File: src/rtl/sample_iterator.sv
// Raster-walks an accepted bounding box, emitting SAMPS x-adjacent sample positions
// per beat alongside the triangle and colour they belong to.
module sample_iterator #(
  parameter int SIGFIG = 24,
  parameter int RADIX  = 10,
  parameter int VERTS  = 3,
  parameter int AXIS   = 3,
  parameter int COLORS = 3,
  parameter int SAMPS  = 4
) (
  input  logic                                          clk,
  input  logic                                          rst,
  input  logic signed [VERTS-1:0][AXIS-1:0][SIGFIG-1:0] tri_R14S,
  input  logic        [COLORS-1:0][SIGFIG-1:0]          color_R14U,
  input  logic signed [1:0][1:0][SIGFIG-1:0]            box_R14S,
  input  logic        [SIGFIG-1:0]                      step_R14U,
  input  logic                                          validTri_R14H,
  output logic                                          readyTri_R14H,
  input  logic                                          halt_R16H,
  output logic signed [VERTS-1:0][AXIS-1:0][SIGFIG-1:0] tri_R16S,
  output logic        [COLORS-1:0][SIGFIG-1:0]          color_R16U,
  output logic signed [1:0][SAMPS-1:0][SIGFIG-1:0]      sample_R16S,
  output logic        [SAMPS-1:0]                       validSamp_R16H
);

  localparam int W2 = SIGFIG + 2;

  if (RADIX >= SIGFIG || SAMPS < 1) begin : gBadParams
    $error("sample_iterator: RADIX must be below SIGFIG and SAMPS at least 1");
  end

  typedef enum logic {
    WAIT,
    TEST
  } state_t;

  state_t                                        state_q;
  logic        [VERTS-1:0][AXIS-1:0][SIGFIG-1:0] tri_q;
  logic        [COLORS-1:0][SIGFIG-1:0]          color_q;
  logic        [1:0][SAMPS-1:0][SIGFIG-1:0]      sample_q;
  logic        [SAMPS-1:0]                       valid_q;
  logic        [SIGFIG-1:0]                      x_q;
  logic        [SIGFIG-1:0]                      y_q;
  logic        [SIGFIG-1:0]                      llX_q;
  logic        [SIGFIG-1:0]                      urX_q;
  logic        [SIGFIG-1:0]                      urY_q;
  logic        [SIGFIG-1:0]                      step_q;

  logic signed [W2-1:0] laneX_d [SAMPS];
  logic signed [W2-1:0] nextX_d;
  logic signed [W2-1:0] nextY_d;
  logic signed [W2-1:0] stepExt;
  logic                 rowEnd;
  logic                 lastRow;
  logic                 accept;
  logic                 emptyBox;

  function automatic logic signed [W2-1:0] ext(input logic [SIGFIG-1:0] v);
    return {{2{v[SIGFIG-1]}}, v};
  endfunction

  assign readyTri_R14H = rst && (state_q == WAIT);
  assign accept        = validTri_R14H && readyTri_R14H;
  assign emptyBox      = (ext(box_R14S[1][0]) < ext(box_R14S[0][0])) ||
                         (ext(box_R14S[1][1]) < ext(box_R14S[0][1]));

  // Widened lane positions so the comparisons against the upper-right corner never wrap.
  always_comb begin
    stepExt    = {2'b00, step_q};
    laneX_d[0] = ext(x_q);
    for (int s = 1; s < SAMPS; s++) begin
      laneX_d[s] = laneX_d[s-1] + stepExt;
    end
    nextX_d = laneX_d[SAMPS-1] + stepExt;
    nextY_d = ext(y_q) + stepExt;
    rowEnd  = nextX_d > ext(urX_q);
    lastRow = nextY_d > ext(urY_q);
  end

  always_ff @(posedge clk or negedge rst) begin
    if (!rst) begin
      state_q  <= WAIT;
      tri_q    <= '0;
      color_q  <= '0;
      sample_q <= '0;
      valid_q  <= '0;
      x_q      <= '0;
      y_q      <= '0;
      llX_q    <= '0;
      urX_q    <= '0;
      urY_q    <= '0;
      step_q   <= '0;
    end else begin
      if (!halt_R16H) begin
        if (state_q == TEST) begin
          for (int s = 0; s < SAMPS; s++) begin
            sample_q[0][s] <= laneX_d[s][SIGFIG-1:0];
            sample_q[1][s] <= y_q;
            valid_q[s]     <= laneX_d[s] <= ext(urX_q);
          end
          if (rowEnd) begin
            x_q <= llX_q;
            y_q <= nextY_d[SIGFIG-1:0];
            if (lastRow) begin
              state_q <= WAIT;
            end
          end else begin
            x_q <= nextX_d[SIGFIG-1:0];
          end
        end else begin
          valid_q <= '0;
        end
      end
      // Acceptance only happens in WAIT, so it never collides with the walk above.
      if (accept) begin
        tri_q   <= tri_R14S;
        color_q <= color_R14U;
        llX_q   <= box_R14S[0][0];
        urX_q   <= box_R14S[1][0];
        urY_q   <= box_R14S[1][1];
        step_q  <= step_R14U;
        x_q     <= box_R14S[0][0];
        y_q     <= box_R14S[0][1];
        state_q <= emptyBox ? WAIT : TEST;
      end
    end
  end

  assign tri_R16S       = tri_q;
  assign color_R16U     = color_q;
  assign sample_R16S    = sample_q;
  assign validSamp_R16H = valid_q;

endmodule

File: config.mk
export PLATFORM = sky130hd
export DESIGN_NAME = sample_iterator
export DESIGN_NICKNAME = d
export VERILOG_FILES = /design/src/rtl/sample_iterator.sv
export SDC_FILE = /design/constraint.sdc
export NUM_CORES = 2
export LEC_CHECK = 0
export CAP_MARGIN = 20
export CORE_AREA = 2 2 351 353
export CTS_CLUSTER_DIAMETER = 80
export DETAILED_ROUTE_END_ITERATION = 10
export DIE_AREA = 0 0 353 355
export GPL_ROUTABILITY_DRIVEN = 0
export SLEW_MARGIN = 20
export SYNTH_ARGS = -nofsm -noshare
export SYNTH_HDL_FRONTEND = slang
export SYNTH_SLANG_ARGS = --single-unit
File: constraint.sdc
create_clock -name clk -period 8.35 [get_ports clk]
set_clock_uncertainty 0.2 [all_clocks]
set_input_delay 0.835 -clock clk [delete_from_list [all_inputs] [get_ports clk]]
set_output_delay 0.835 -clock clk [all_outputs]
set_load 0.1 [all_outputs]
# == Yosys cells after proc, flatten, opt, wreduce, memory -nomap -nowiden ==
# Cells that the tools add are included.
# totals
register_bits,557
latch_bits,0
mem_bits_rw,0
mem_bits_ro,0
input_bits,412
wordCells,64
n_memories,0
# op_classes
addsub,5
mul,0
div_mod_pow,0
magnitude_cmp,8
eq_ne,1
shift,0
n_mux,15
bitwise,2
n_reduce_logical,8
# op_table
operator,n
24-bit 2-to-1 mux,8
26-bit by 25-bit adder with 26-bit output,3
26-bit by 24-bit <= comparator with 1-bit output,3
24-bit by 25-bit adder with 26-bit output,2
26-bit by 24-bit > comparator with 1-bit output,2
24-bit less-than comparator,2
24-bit <= comparator,1
1-bit 2-to-1 mux,6
4-bit 2-to-1 mux,1
2-bit AND reduction,2
2-bit nonzero test,2
3-bit AND reduction,1
1-bit logical AND,2
2-bit by 1-bit inequality test with 1-bit output (second input constant),1
1-bit NOT,2
1-bit logical OR,1

# == Logic depth before layout (Yosys ltp) ==
# logic_depth
depth_word,9
ltp_mapped,44
mapped_depth_nobuf,42

# == Least setup slack after synthesis ==
# No wires, ideal clock.
# synth_path
path_type,reg-to-reg
start,reg step_q[0]
end,reg y_q[3]
setup_ns,0.135
arrival_time_ns,8.557
required_time_ns,8.015
setup_slack_ns,-0.542
path_stages_with_launch,42
period_less_slack_ns,8.892
cell_sequence,dfrtp_1 > ha_1 > fa_1 > a211oi_1 > nor2_2 > o2111ai_2 > nand2_1 > a21oi_1 > xnor2_1 > ha_1 > clkbuf_1 > a21o_1 > a21o_1 > a211oi_1 > o311a_1 > xnor2_1 > ha_1 > nand3_1 > [6 not listed] > and3_1 > nor3b_1 > a2111oi_1 > o21a_1 > o21bai_1 > a311oi_1 > a21oi_1 > ha_1 > nand4_1 > nor4_1 > o221ai_1 > a21o_1 > o311ai_0 > or2_2 > buf_2 > buf_2 > mux2i_1 > o21ai_0
# synth_lines
element,line_no,rtl
"start, declared",47,logic [SIGFIG-1:0] step_q;
"start signal, assigned",121,step_q <= step_R14U;
"end signal, assigned",103,y_q <= nextY_d[SIGFIG-1:0];
"end signal, assigned",123,y_q <= box_R14S[0][1];
"end, declared",43,logic [SIGFIG-1:0] y_q;

==> results by group <==
Synthesis
  – Synth Instances: approximately 3700
  – Share of Yosys cell area claimed by the top area cell type: between 40% and 50%
  – Largest cells by area after synthesis: dfrtp_1 (44%), nand2_1 (16%), ha_1 (13%)
  – Register bit count reported by yosys: 556
  – Post-synth top flop: dfrtp_1
  – Number of flops mapped to enable cells by yosys: 0
  – Synth async-reset ratio: 100%
  – Syn avg cell area: 8.64 sq um
  – Synth cell types: 72
  – Net Count, Synth: approximately 4400
  – Yosys warnings: 0
  – Cell Area, Synth: 31900 sq um
  – Post-synth top area cell: dfrtp_1
  – Register area share after synthesis: 43.7%

Clocking
  – Clk root buf: clkbuf_16
  – Worst-skew pair later-pin latency: 0.67 ns
  – Num CTS Buffers: between 70 and 80
  – Clock tree buffer depth: 3
  – Total clock sinks: 556
  – Clk pin slew, worst setup/hold paths: 0.06 ns
  – TritonCTS clock tree: built
  – H-tree depth: 3

Min path
  – Hold path cells: 2
  – Hold Crit Endpoint: sample_R16S[27]$_DFFE_PN0P_
  – HP Class: reg -> reg
  – Worst min-delay path startpoint: sample_R16S[27]$_DFFE_PN0P_

Worst setup path
  – Internal reg-to-reg setup slack: -0.36 ns
  – Crit path launch type: register
  – Worst Path Max Fanout: 6
  – Crit-path most repeated cell: buf_4
  – Depth of the most critical reg-to-reg path: 42
  – Reg-to-reg endpoint: y_q[22]$_DFFE_PN0P_
  – Crit path largest cell delay: 0.41 ns
  – Crit path max-delay family: compound AO/OA/AOI/OAI gates
  – CP Class: reg -> reg
  – WP data arrival: around 9 ns
  – Worst endpoint required time: 8.65 ns
  – Critical-path top delay cell: dfrtp_1
  – Buf+Inv Stages, Crit Path: 6
  – RR Startpoint: x_q[0]$_DFFE_PN0P_
  – CP startpoint: x_q[0]$_DFFE_PN0P_
  – Critical Path End Type: register

Floorplanning
  – Die Area: 125000 sq um
  – Initial Util: 26.3%
  – Die width: 353 um
  – Die H: roughly 360 um
  – Core Area: 121000 sq um
  – Site row count: 128
  – # IOs: around 900

Drt
  – Residual DRC: 0
  – DR pass1 iterations: 6
  – DR iter-0 viols: 2023
  – DR vias: 30700
  – Drt wl/cell: between 20 and 25 um
  – Vias/cell: between 4 and 5
  – Drt total wl: 154000 um
  – Post-route ant nets: 0

GRT
  – Grt total ovfl: 0
  – Initial antenna violation count: 31
  – Gr usage total: 24.0%
  – Pin count of the biggest net entering global routing: 197
  – First-pass GRT wire length: 219000 um
  – Vias in the first global route: 30700

STA
  – RSZ-0062 raised after global routing: true
  – Crit share post-route: 104%
  – Slew Limit Fails: 0
  – Final min period: 8.71 ns
  – Peak Freq: 115 MHz
  – Max-slew headroom: 21.5%
  – Worst-Margin Slew: ~1.2 ns
  – Final WS setup: -0.360 ns
  – Hold Violations, Final: 0
  – Final setup violation count: just under 50

Cells and area
  – Nets: 5520
  – Area grow syn2layout: 48.4%
  – Layout cells sized above 1: around 13%
  – Flip-flop count of the largest register after layout: 216
  – Final Non-Filler Cells: ~6500

Status
  – Outcome: complete, but fails checks
  – Failing checks: negative setup slack

Placement
  – Placed insts: between 6000 and 7000
  – HPWL after DPL: ~120000 um
  – I/O Buffers: 896

Flow run
  – Max Cap Viol: 0
worst max path at each step:
stage | slack, ns | depth (start not counted) | to
after floorplan | 0.01 | 41 | y_q[3]$_DFFE_PN0P_
after global placement | -0.36 | 41 | y_q[0]$_DFFE_PN0P_
after detailed placement | -0.73 | 41 | y_q[8]$_DFFE_PN0P_
after CTS | -0.20 | 41 | y_q[21]$_DFFE_PN0P_
after global routing | -0.82 | 44 | y_q[19]$_DFFE_PN0P_
final | -0.36 | 42 | y_q[22]$_DFFE_PN0P_
routing by layer:
layer  GRT usage (%)  routed length, um  share of wire [%]
met4            10.2               6850                4.4
met2            41.4              75100                 49
met5               0                263               0.17
met1            28.2              60400                 39
met3            6.26              11700                7.6
cell usage after synthesis (4+ instances only):
cell	n
o21ai_0	205
a211o_1	4
xor2_1	26
and2_1	4
nand2_1	1391
mux2_2	17
or2_2	6
a21o_1	90
clkbuf_1	125
a2111oi_0	6
mux2i_1	47
fa_1	5
nor2_1	79
inv_1	139
a221oi_1	5
nand3_1	20
xnor2_1	79
nor3b_1	4
and4_1	5
o21a_1	29
buf_4	73
a22oi_1	25
o41ai_1	4
a21oi_1	144
a31oi_1	12
or3_1	8
ha_1	319
nor2b_1	36
nand2b_1	28
dfrtp_1	556
o21bai_1	20
a211oi_1	17
nor4_1	6
and3_1	7
o31ai_1	8
nand4_1	51
o211ai_1	8
buf_2	7
nor3_1	20
layout by cell type, fill, tap and decap left out, types with 23 or more instances in the layout:
master and instances:
a21o_1 90, a21oi_1 136, a22oi_1 23, buf_4 385, clkbuf_16 75, clkdlybuf4s50_1 825, dfrtp_1 556, ha_1 313
inv_1 139, mux2i_1 47, nand2_1 1388, nand2b_1 27, nand4_1 51, nor2_1 76, nor2b_1 34, o21a_1 29
o21ai_0 175, o21ai_1 28, xnor2_1 75
through the flow:
step                hold WS (ns)  setup TNS, ns  worst slack, ns  cell area (sq um)  utilization (%)
global placement           0.257         -14.69           -0.364              44000             36.3
detailed placement         0.261         -32.15           -0.734              44000             36.3
global route               0.289         -35.69           -0.818              47300             38.9
finish                     0.270         -13.75           -0.360              47300             39.0
CTS                        0.275          -6.23           -0.200              47100             38.8
floorplan                  0.245              0           0.0123              31900                -
kinds of logic after synthesis:
logic type | count (synthesis) | share of synthesized area (%)
compound gates | 618 | 12.2
xor+xnor | 109 | 3.09
mux | 64 | 2.08
flops | 556 | 43.7
buf+inv | 346 | 4.96
fa+ha+maj | 324 | 12.8
simple gates | 1672 | 21.2
repair_timing:
item                                    CTS  global route
resized for setup                        80            33
cloned                                    2             1
pin swaps                                32             2
hold buffers                              1             0
hold endpoints to repair                 49             0
buffers inserted                         25             5
endpoints found under the setup margin   49            49
tightest hold or removal path, cell delays in order, from the launching register on:
cell and delay, ns:
dfrtp_1 0.34, nand2_1 0.05, nand2_1 0.05
cell type report:
cell class | count | area, sq um
Antenna cell | 10 | 25.0
Clock buffer | 98 | 2060
Clock inverter | 36 | 474
Fill cell | 12300 | 74100
Inverter | 139 | 522
Multi-Input combinational cell | 2787 | 16900
Sequential cell | 556 | 13900
Tap cell | 1625 | 2030
Timing Repair Buffer | 1226 | 11400
Power is not shown: default switching activity piles up to over one toggle a cycle in this logic, so the estimate is an artifact.
